<file path="config.mk">
export PLATFORM = sky130hd
export DESIGN_NAME = vjtag_cmd_capture
export DESIGN_NICKNAME = d
export VERILOG_FILES = /design/src/rtl/vjtag_cmd_capture.sv
export SDC_FILE = /design/constraint.sdc
export NUM_CORES = 1
export LEC_CHECK = 0
export CORE_AREA = 2 2 135 137
export DETAILED_ROUTE_END_ITERATION = 10
export DIE_AREA = 0 0 137 139
export GPL_TIMING_DRIVEN = 0
export PLACE_DENSITY = 0.76
export SETUP_SLACK_MARGIN = 0.5
export SLEW_MARGIN = 20
export SYNTH_ARGS = -nofsm -noshare
export SYNTH_HDL_FRONTEND = slang
export SYNTH_SLANG_ARGS = --single-unit
</file>
<file path="constraint.sdc">
create_clock -name clk -period 4.3 [get_ports clk]
set_input_delay 1.29 -clock clk [delete_from_list [all_inputs] [get_ports clk]]
set_output_delay 1.29 -clock clk [all_outputs]
set_load 0.1 [all_outputs]
</file>
<file path="src/rtl/vjtag_cmd_capture.sv">
// vJTAG command front-end: synchronises uir/udr, decodes records, queues them.
// Optional: VJTAG_CMD_DEDUP_EN drops an IR event repeating the last IR opcode.
module vjtag_cmd_capture #(
  parameter int DATA_W      = 32,
  parameter int FIFO_DEPTH  = 4,
  parameter int SYNC_STAGES = 2
) (
  input  logic              clk,
  input  logic              notReset,
  input  logic              uir,
  input  logic              udr,
  input  logic [3:0]        ir_in,
  input  logic [DATA_W-1:0] shift_data,
  output logic              cmd_valid,
  input  logic              cmd_ready,
  output logic [3:0]        cmd_opcode,
  output logic [DATA_W-1:0] cmd_data,
  output logic [3:0]        cmd_count,
  output logic              overflow,
  output logic              sys_reset_n
);

  localparam int AW = $clog2(FIFO_DEPTH);

  typedef enum logic [1:0] {
    S_IDLE,
    S_SETTLE,
    S_CAPTURE,
    S_PUSH
  } state_e;

  function automatic logic is_ir_cls(input logic [3:0] op);
    return op inside {4'h1, 4'h2, 4'h4, 4'h5, 4'h8, 4'hD, 4'hE};
  endfunction

  function automatic logic is_dr_cls(input logic [3:0] op);
    return op inside {4'h3, 4'h6, 4'h7, 4'h9, 4'hA};
  endfunction

  logic [SYNC_STAGES-1:0] uir_s_q, udr_s_q;
  logic                   uir_l_q, udr_l_q;
  logic                   uir_rise, udr_rise;

  state_e            state_q;
  logic              sel_dr_q;
  logic              settle_q;
  logic [DATA_W-1:0] cap_q;
  logic              ir_pend_q, dr_pend_q;
  logic [3:0]        cur_op_q;
  logic              ovf_q;
  logic              srn_q;
`ifdef VJTAG_CMD_DEDUP_EN
  logic [3:0]        last_ir_q;
`endif

  logic [AW:0]       wr_q, rd_q;
  logic [3:0]        cnt_q;
  logic [3:0]        hold_op_q;
  logic [DATA_W-1:0] hold_data_q;
  logic [3:0]        op_mem [FIFO_DEPTH];
  logic [DATA_W-1:0] data_mem [FIFO_DEPTH];

  logic              push_req, push_ok, drop, pop;
  logic              flush, rst_lo, rst_hi, dup;
  logic              full, empty;
  logic [3:0]        push_op;
  logic [DATA_W-1:0] push_data;
  logic              ir_clr, dr_clr, miss;

  // Sync flops reset high so a level already high at release is no edge
  always_ff @(posedge clk or negedge notReset) begin
    if (!notReset) begin
      uir_s_q <= '1;
      udr_s_q <= '1;
      uir_l_q <= 1'b1;
      udr_l_q <= 1'b1;
    end else begin
      uir_s_q <= {uir_s_q[SYNC_STAGES-2:0], uir};
      udr_s_q <= {udr_s_q[SYNC_STAGES-2:0], udr};
      uir_l_q <= uir_s_q[SYNC_STAGES-1];
      udr_l_q <= udr_s_q[SYNC_STAGES-1];
    end
  end

  assign uir_rise = uir_s_q[SYNC_STAGES-1] & ~uir_l_q;
  assign udr_rise = udr_s_q[SYNC_STAGES-1] & ~udr_l_q;

  assign ir_clr = (state_q == S_CAPTURE) & ~sel_dr_q;
  assign dr_clr = (state_q == S_CAPTURE) & sel_dr_q;
  assign miss   = (uir_rise & ir_pend_q & ~ir_clr)
                | (udr_rise & dr_pend_q & ~dr_clr);

  always_comb begin
    push_req = 1'b0;
    flush    = 1'b0;
    rst_lo   = 1'b0;
    rst_hi   = 1'b0;
    dup      = 1'b0;
`ifdef VJTAG_CMD_DEDUP_EN
    dup      = ~sel_dr_q && (cap_q[3:0] == last_ir_q);
`endif
    if (state_q == S_PUSH) begin
      if (sel_dr_q) begin
        push_req = is_dr_cls(cur_op_q);
      end else if (!dup) begin
        unique case (1'b1)
          cap_q[3:0] == 4'hB:    rst_hi = 1'b1;
          cap_q[3:0] == 4'hC:    begin
            rst_lo = 1'b1;
            flush  = 1'b1;
          end
          is_ir_cls(cap_q[3:0]): push_req = 1'b1;
          default: ;
        endcase
      end
    end
  end

  assign push_op   = sel_dr_q ? cur_op_q : cap_q[3:0];
  assign push_data = sel_dr_q ? cap_q : '0;

  always_ff @(posedge clk or negedge notReset) begin
    if (!notReset) begin
      state_q   <= S_IDLE;
      sel_dr_q  <= 1'b0;
      settle_q  <= 1'b0;
      cap_q     <= '0;
      ir_pend_q <= 1'b0;
      dr_pend_q <= 1'b0;
      cur_op_q  <= 4'h0;
      ovf_q     <= 1'b0;
      srn_q     <= 1'b1;
`ifdef VJTAG_CMD_DEDUP_EN
      last_ir_q <= 4'h0;
`endif
    end else begin
      ir_pend_q <= uir_rise | (ir_pend_q & ~ir_clr);
      dr_pend_q <= udr_rise | (dr_pend_q & ~dr_clr);
      ovf_q     <= ovf_q | miss | drop;
      case (state_q)
        S_IDLE: begin
          settle_q <= 1'b0;
          if (ir_pend_q) begin
            sel_dr_q <= 1'b0;
            state_q  <= S_SETTLE;
          end else if (dr_pend_q) begin
            sel_dr_q <= 1'b1;
            state_q  <= S_SETTLE;
          end
        end
        S_SETTLE: begin
          settle_q <= 1'b1;
          if (settle_q) state_q <= S_CAPTURE;
        end
        S_CAPTURE: begin
          cap_q   <= sel_dr_q ? shift_data
                              : {{(DATA_W-4){1'b0}}, ir_in};
          state_q <= S_PUSH;
        end
        S_PUSH: begin
          if (!sel_dr_q) begin
            cur_op_q <= cap_q[3:0];
`ifdef VJTAG_CMD_DEDUP_EN
            if (cap_q[3:0] != 4'h0 && cap_q[3:0] != 4'hF)
              last_ir_q <= cap_q[3:0];
`endif
          end
          if (rst_lo) srn_q <= 1'b0;
          if (rst_hi) srn_q <= 1'b1;
          state_q <= S_IDLE;
        end
        default: state_q <= S_IDLE;
      endcase
    end
  end

  assign empty   = (wr_q == rd_q);
  assign full    = (wr_q[AW] != rd_q[AW])
                 && (wr_q[AW-1:0] == rd_q[AW-1:0]);
  assign pop     = ~empty & cmd_ready;
  assign push_ok = push_req & (~full | pop);
  assign drop    = push_req & ~push_ok;

  always_ff @(posedge clk or negedge notReset) begin
    if (!notReset) begin
      wr_q        <= '0;
      rd_q        <= '0;
      cnt_q       <= 4'h0;
      hold_op_q   <= 4'h0;
      hold_data_q <= '0;
    end else begin
      if (!empty) begin
        hold_op_q   <= op_mem[rd_q[AW-1:0]];
        hold_data_q <= data_mem[rd_q[AW-1:0]];
      end
      if (flush) begin
        wr_q  <= '0;
        rd_q  <= '0;
        cnt_q <= 4'h0;
      end else begin
        if (push_ok) begin
          wr_q  <= wr_q + 1'b1;
          cnt_q <= cnt_q + 4'd1;
        end
        if (pop) rd_q <= rd_q + 1'b1;
      end
    end
  end

  always_ff @(posedge clk) begin
    if (push_ok) begin
      op_mem[wr_q[AW-1:0]]   <= push_op;
      data_mem[wr_q[AW-1:0]] <= push_data;
    end
  end

  assign cmd_valid   = ~empty;
  assign cmd_opcode  = empty ? hold_op_q : op_mem[rd_q[AW-1:0]];
  assign cmd_data    = empty ? hold_data_q : data_mem[rd_q[AW-1:0]];
  assign cmd_count   = cnt_q;
  assign overflow    = ovf_q;
  assign sys_reset_n = srn_q;

endmodule

</file>
# Word-level counts from Yosys, hierarchy flattened
# Memory sizes are Yosys's and may differ from the RTL's.
# Index checks and enable logic that the tools add are counted.
# word_totals
n_memories	2
register_bits	96
wordCells	115
out_inout_bits	43
ram_bits	144
inputBits	41
# op_classes
n_reduce_logical	12
addsub	3
eq_ne	22
bitwise	27
muxes	31
# memory_table
memory	words	word_bits	read_ports	rd_ports_with_merged_regs	wr	line	source
data_mem	4	32	1	0	1	61	logic [DATA_W-1:0] data_mem [FIFO_DEPTH];
op_mem	4	4	1	0	1	60	logic [3:0] op_mem [FIFO_DEPTH];
# ops
operator	count
$mux W32	3
$eq A4 B4 Y1 const B	7
$eq A4 B3 Y1 const B	4
$mux W4	4
$mux W1	15
$and A1 B1 Y1	13
$mux W3	4
$reduce_bool A2 Y1	5
$eq A4 B2 Y1 const B	2
$not A1 Y1	8
$pmux W2 S4	1
$reduce_bool A7 Y1	1
$add A3 B1 Y3 const B	2
$mux W2	3
$or A1 B1 Y1	6
$reduce_and A2 Y1	3
$reduce_bool A5 Y1	1
$add A4 B1 Y4 const B	1
$eq A2 B2 Y1 const B	2
$eq A4 B1 Y1 const B	1
$eq A3 B3 Y1	1
$ne A3 B3 Y1 const B	1
$eq A2 B1 Y1 const B	1
$eq A2 B2 Y1	1
5 further kinds	5

# Logic depth before layout (Yosys ltp)
# Gate-level depths: netlist of the first run.
# logic_depth
word_depth	9
depth_mapped	8
mapped_depth_nobuf	7

# Least setup slack after synthesis of the first run
# OpenSTA, ideal clock, no wires.
# synth_path
path_type	reg-to-output
start	register wr_q[2]
end	output cmd_data[20]
path_slack_ps	1170
stages_incl_launch_ff	5
arrival_ps	1840
n_path_buf	1
required_time_ps	3010
cell_sequence	dfrtp_1 > xnor2_1 > nand3_1 > buf_2 > mux2_2
# synth_via
elab_chain_cells	2
# synth_lines
element	line	source
from (decl)	56	logic [AW:0] wr_q, rd_q;
from (signal assigned)	202	wr_q <= wr_q + 1'b1;
$eq A3 B3 Y1	177	assign empty = (wr_q == rd_q);
$mux W32	n/a	
to (decl)	17	output logic [DATA_W-1:0] cmd_data,
# No other way between the ends.

# Final worst setup path of the first run
# layout_path
start	register rd_q[1]
end	output cmd_data[25]
# layout_via
elab_chain_cells	2
elab_cells_between_ends	3
cone_classes	eq/ne (1); mux (1); memory (1)
# layout_lines
element	line	source
from (decl)	56	
from (signal assigned)	205	if (pop) rd_q <= rd_q + 1'b1;
$mem_v2 Z4 W32 or $eq A3 B3 Y1 (tied branches)	n/a	
$mux W32 *	n/a	
# Mark *: on every way between the ends. The rest lies on a longest branch, timed or not.

==> results of run 1 <==
==> registers in the layout, indices dropped and copies added (netlist names), 2 cells and up <==
| register | cells |
|---|---|
| op_mem | 16 |
| hold_op_q | 4 |
| wr_q | 3 |
| udr_s_q | 2 |
| cur_op_q | 4 |
| uir_s_q | 2 |
| cap_q | 32 |
| state_q | 2 |
| data_mem | 128 |
| cmd_count | 4 |
| hold_data_q | 32 |
| rd_q | 3 |
==> layout make-up <==
cell class,instances,area (um^2)
Buffer,28,173
Clock buffer,32,682
Clock inverter,12,129
Fill cell,1208,6100
Inverter,40,150
Multi-Input combinational cell,274,2550
Sequential cell,240,6740
Tap cell,229,287
Timing Repair Buffer,88,851
==> critical path, delay by kind of cell (launching register included) <==
family | cells | cell delay (ps)
buffers and inverters | 3 | 830
multiplexers | 2 | 640
flip-flops | 1 | 410
==> metrics by stage <==
stage	hold WS, ps	setup TNS, ps
2_1_floorplan	345	0
3_3_place_gp	347	-171210
3_5_place_dp	351	0
4_1_cts	360	0
5_1_grt	364	0
6_report	360	0
==> what timing repair did <==
| item | CTS | global route |
|---|---|---|
| buffers inserted | 0 | 0 |
| resized for setup | 200 | 40 |
| hold buffers | 0 | 0 |
| setup endpoints to repair | 37 | 31 |
| hold endpoints to repair | 0 | 0 |
==> per-layer routing <==
layer  share of wire  track usage  routed length (um)
met4           0.015       0.0510                 283
met1            0.43        0.290                8230
met5               0            0                   0
met3           0.050       0.0303                 964
met2            0.51        0.357                9860
==> worst min path at each step <==
stage | to | slack, ps | cells past startpoint
after CTS | uir_s_q[1]$_DFF_PN1_ | 360 | 0
after detailed placement | uir_s_q[1]$_DFF_PN1_ | 350 | 0
after global placement | udr_s_q[1]$_DFF_PN1_ | 350 | 0
after floorplan | udr_s_q[1]$_DFF_PN1_ | 350 | 0
after global routing | uir_s_q[1]$_DFF_PN1_ | 360 | 0
final | uir_s_q[1]$_DFF_PN1_ | 360 | 0
==> kinds of logic after synthesis <==
logic type	synth area share
buffers and inverters	0.0321
multiplexers	0.144
AND/OR/NAND/NOR	0.0646
XOR/XNOR	0.00731
adder cells (fa/ha/maj)	0.0144
AO/OA/AOI/OAI	0.0341
flip-flops	0.703
==> cell usage after synthesis, types with 6 or more instances <==
| master | n |
|---|---|
| nand2_1 | 24 |
| nor2_1 | 7 |
| and2_1 | 37 |
| mux2_2 | 34 |
| buf_2 | 9 |
| a21oi_1 | 7 |
| o21ai_0 | 35 |
| mux2i_1 | 10 |
| mux4_2 | 36 |
| dfrtp_1 | 89 |
| inv_1 | 40 |
| clkbuf_1 | 11 |
| ha_1 | 11 |
| dfstp_2 | 7 |
| mux2_4 | 6 |
| nand3_1 | 32 |
| edfxtp_1 | 144 |
==> cells in the final DEF, fill, tap and decap left out, types with 5 or more instances in the layout <==
cell type,instances
clkinv_1,5
nand2b_1,5
buf_2,6
dfrtp_1,88
and2_1,33
edfxtp_1,144
nor2_1,7
o21ai_0,35
inv_1,40
mux2_2,34
a21oi_1,7
mux2i_1,10
mux4_2,36
buf_4,34
nand2_1,24
clkbuf_4,6
nand3_1,32
clkdlybuf4s50_1,45
dfstp_2,7
clkbuf_1,15
mux2_4,6
clkbuf_16,25
ha_1,11
==> reports/metrics.cfg, run 1 <==
[status]
status=finished, final reports clean

[critical_path]
crit_chain=buf_2 -> buf_4 -> mux4_2 -> mux2_2 -> buf_4
cp.arrival_ps=2410
worstSetupStartpoint=rd_q[1]$_DFFE_PN0P_
cp.required_ps=3010
critPathLaunchType=flop
crit_fanout=10
slowest_delay_ps=410
reg2reg_setup_slack_ps=1660
worstSetupEndpoint=cmd_data[25]
slowest_stage=dfrtp_1
reg2reg_to=data_mem[3][15]$_DFFE_PP_
reg2reg_depth=7
end_kind=output port
critPathKind=reg -> out
crit_top_cell=buf_4
rr_startpoint=state_q[0]$_DFFE_PN0P_

[clocking]
clockBufferDepth=3
cts_tree=done
cts.reportedPaths.clkPinSlew_ps=60
clkLatencyLatePin_ps=520
numCtsBuffers=24
htreeDepth=1
cts_sinks=240
clock-root-buffer=clkbuf_16

[sta]
setup_viol=0
fin_skew_ps=9.98
finalMaxSlewViolations=0
fmax_ghz=0.270
worstMarginPinSlew_ps=972
rsz0062_at_grt=false
fin_crit_sh=0.860
slew_headroom=0.350
fin_crit_ps=3700
layout_setup_ws_ps=602
hold_violations=0

[floorplan]
core_area_um2=17700
initial_core_util=0.543
die_width_um=137
die_h_um=139
placementRows=49
die_area_um2=19000
io_pins=84

[detailed_routing]
routedWlPerCell_um=20.5
num_vias=5234
firstDrtPassIters=4
viasPerCell=5.55
drt.antenna.violating_nets=0
drtIter0Drc=411
wirelength_um=19300
drc=0

[cells_and_area]
final_util=0.655
layout.cells.non_filler=943
num_antenna_cells=0
area_growth_pct=20.6
final_area_um2=11600
fin_nets=748
drive_above_1_share=0.259

[synthesis]
netlist_instances=582
synth_top_cell_area_share=0.451
syn_area_um2=9580
syn_area_per_cell_um2=16.5
synthesis.nets=634
yosysSeqAreaShare=0.703
yosys.area.top_type=edfxtp_1
synth_enable_flop_cells=144
ys_top_cells_by_area=edfxtp_1 45%, dfrtp_1 23%, mux4_2 8.5%
synth.distinct_cells=39
async_flop_share=0.400
synth-seq-cells=240
yosysWarnings=0
ys.flop_type=edfxtp_1

[grt]
first_global_vias=5537
grt_max_degree=56
grt.overflow.total=0
antenna_found_initial=0
grt_pass1_wl_um=30400
grtUsageTotal=0.211

[place]
portBuffers=83
dp_hpwl_um=12100
gp_routability_congestion=0.790
placed_cell_area_um2=10800
dp_cells=899
pre_cts_slack_ps=322

[job]
maxCapViolCount=0

[hold_path]
worstHoldStart=uir_s_q[0]$_DFF_PN1_
hold_path_class=reg -> reg

Power of run 1 is left out: the tool's default activity adds up to more than one toggle a clock period on the data nets, which glitch-free logic cannot reach.
==> inputs of run 2 (changes only) <==
ABC_AREA = 1   (was not set)
CORE_AREA = 2 2 147 149   (was 2 2 135 137)
DIE_AREA = 0 0 149 151   (was 0 0 137 139)
PLACE_DENSITY = 0.67   (was 0.76)
==> run 2 against run 1 <==
  * Area after synthesis rose by 3.1%
  * Sequential cell count did not move
  * Final cell count rose by 32%
  * Count of clock-buffer cells in the layout fell by 1
  * Clock skew rose by 0.69 ps
  * Non-clock buffer count rose by 18
  * First-iteration DRC count rose by 3.2%
  * Sequential share of layout area fell by 2.3 points
  * Design area rose by 4.2%
  * Synthesized cell count rose by 43%
  * Die area rose by 18%
  * Critical endpoint is now cmd_data[26]
==> reports/metrics.cfg, run 2 <==
[sta]
worstMarginPinSlew_ps=971  ; -0.719 ps
fin_skew_ps=10.7  ; +0.693 ps
fin_crit_sh=0.867  ; +0.00663
fin_crit_ps=3730  ; +28.5 ps
hold_slack_ps=355  ; -5.14 ps
rsz0062_at_grt=true
fin_setup_tns_ps=0  ; unchanged
layout_setup_ws_ps=574  ; -28.5 ps
setup_viol=0  ; unchanged
fmax_ghz=0.268  ; -0.77%
slew_headroom=0.351  ; +0.000480
hold_violations=0  ; unchanged
finalMaxSlewViolations=0  ; unchanged

[synthesis]
synth_enable_flop_cells=144  ; unchanged
ys_top_cells_by_count=169 x nor2_1, 144 x edfxtp_1, 89 x dfrtp_1
netlist_instances=834  ; +43%
synth_top_cell_area_share=0.438  ; -0.0138
async_flop_share=0.400  ; unchanged
synth-seq-cells=240  ; unchanged
ys.flop_type=edfxtp_1
yosysMostFrequentCell=nor2_1
syn_area_per_cell_um2=11.8  ; -28%
synthesis.nets=886  ; +40%
yosysWarnings=0  ; unchanged
ys_top_cells_by_area=edfxtp_1 44%, dfrtp_1 23%, nor2_1 6.4%
synth.distinct_cells=31  ; -21%
yosysSeqAreaShare=0.682  ; -0.0215
yosys.area.top_type=edfxtp_1
syn_area_um2=9880  ; +3.1%

[floorplan]
initial_core_util=0.475  ; -0.0680
die_width_um=149  ; +8.8%
die_area_um2=22500  ; +18%
io_pins=84  ; unchanged
core_area_um2=20800  ; +18%
placementRows=53  ; +8.2%
die_h_um=151  ; +8.6%

[cells_and_area]
num_antenna_cells=0  ; unchanged
drive_above_1_share=0.203  ; -0.0558
area_growth_pct=21.8
final_util=0.578  ; -0.0764
fin_nets=1002  ; +34%
layout_commonest_cell=nor2_1
largest_register_ffs=128  ; unchanged
final_cell_mix=165 x nor2_1, 144 x edfxtp_1, 89 x dfrtp_1
n_fill_cell=1734  ; +44%

[critical_path]
cp.arrival_ps=2440  ; +30 ps
cp.required_ps=3010  ; about the same
critPathKind=reg -> out
slowest_delay_ps=430  ; +20 ps
cp_num_buf_inv=5  ; +2
critPathLaunchType=flop
end_kind=output port
cp_top_family=buffers and inverters
slowest_stage=dfrtp_1
crit_fanout=10  ; unchanged
crit_chain=inv_2 -> buf_6 -> nand2_2 -> nand2_2 -> nor2_4 -> nand2_2 -> buf_6 -> buf_6 -> nor2_2 -> a31oi_2 -> buf_4

[detailed_routing]
wirelength_um=21800  ; +13%
drtIter0Drc=424  ; +3.2%
drt.antenna.violating_nets=0  ; unchanged
routedWlPerCell_um=17.5  ; -14%
firstDrtPassIters=5  ; +1
drc=0  ; unchanged
viasPerCell=5.08  ; -8.5%
num_vias=6318  ; +21%

[grt]
first_global_vias=6302  ; +14%
grt.overflow.total=0  ; unchanged
antenna_found_initial=0  ; unchanged
grt_pass1_wl_um=34300  ; +13%
grt_max_degree=61  ; +8.9%
grtUsageTotal=0.200  ; -0.0107

[job]
maxCapViolCount=0  ; unchanged

[place]
pre_cts_slack_ps=-4.89  ; -327 ps
portBuffers=83  ; unchanged
dp_hpwl_um=14200  ; +17%
gp_routability_congestion=0.782  ; -0.95%

[hold_path]
hold_path_class=reg -> reg

[clocking]
clkLatencyLatePin_ps=520  ; about the same
numCtsBuffers=25  ; +4.2%
cts.reportedPaths.clkPinSlew_ps=60  ; about the same
clockBufferDepth=3  ; unchanged
cts_tree=done
clock-root-buffer=clkbuf_16
hold_buffers=0  ; unchanged
htreeDepth=1  ; unchanged
cts_sinks=240  ; unchanged

[status]
status=finished, final reports clean

[run 2: cell count changes in the layout (fill, tap and decap cells not counted), sizes merged, moves of 36 or more]
cell / before / now
nor2: 8 / 194
nand2: 24 / 86
o21ai: 36 / 86
mux2: 40 / 0
and2: 37 / 0
mux4: 36 / 0
[run 2: worst reg2reg max path, stage by stage, from the launching register on]
cell     delay [ps]
dfrtp_1         430
inv_2           100
buf_6           150
nand2_2          60
nand2_2          70
nor2_4           50
nand2_4          90
nand4_1         120
buf_4           220
nor2_4          570
buf_16          250
[run 2: cell type report]
class	count	area, um^2	area share
Buffer	45	264	0.0219
Clock inverter	15	159	0.0132
Timing Repair Buffer	89	942	0.0783
Inverter	66	248	0.0206
Clock buffer	31	668	0.0555
Tap cell	275	344	0.0286
Sequential cell	240	6740	0.560
Multi-Input combinational cell	483	2680	0.222
[run 2: what timing repair did]
action,in CTS,in global routing
endpoints found under the setup margin,37,31
resized for setup,216,29
buffers inserted,0,0
[run 2: cell families after synthesis]
family / share of synthesized area
AO/OA/AOI/OAI: 0.121
XOR/XNOR: 0.00354
adder cells (fa/ha/maj): 0.0139
buffers and inverters: 0.0505
flip-flops: 0.682
AND/OR/NAND/NOR: 0.130
[run 2: metrics by stage]
| stage | cells | area, um^2 |
|---|---|---|
| after floorplan | 834 | 9880 |
| after global placement | 1192 | 11100 |
| after detailed placement | 1198 | 11200 |
| after CTS | 1244 | 12000 |
| after global routing | 1244 | 12000 |
| final | 1244 | 12000 |
[run 2: final timing paths]
kind,from,endpoint,slack (ps),cells past startpoint
max,rd_q[0]$_DFFE_PN0P_,cmd_data[26],570,11
min,uir_s_q[0]$_DFF_PN1_,uir_s_q[1]$_DFF_PN1_,360,0
max reg2reg,rd_q[0]$_DFFE_PN0P_,data_mem[0][15]$_DFFE_PP_,1870,10
min reg2reg,uir_s_q[0]$_DFF_PN1_,uir_s_q[1]$_DFF_PN1_,360,0
max in group asynchronous,notReset,cap_q[11]$_DFFE_PN0N_,2990,2
min in group asynchronous,notReset,state_q[1]$_DFFE_PN0P_,660,1
[run 2: per-layer routing]
metal	vias to the layer above	track usage	wire length (um)
li1	3084	-	-
met1	3045	0.269	9600
met2	157	0.342	10700
met3	32	0.0283	1020
met4	0	0.0571	466
met5	-	0	0
Power of run 2 is left out for the same reason.
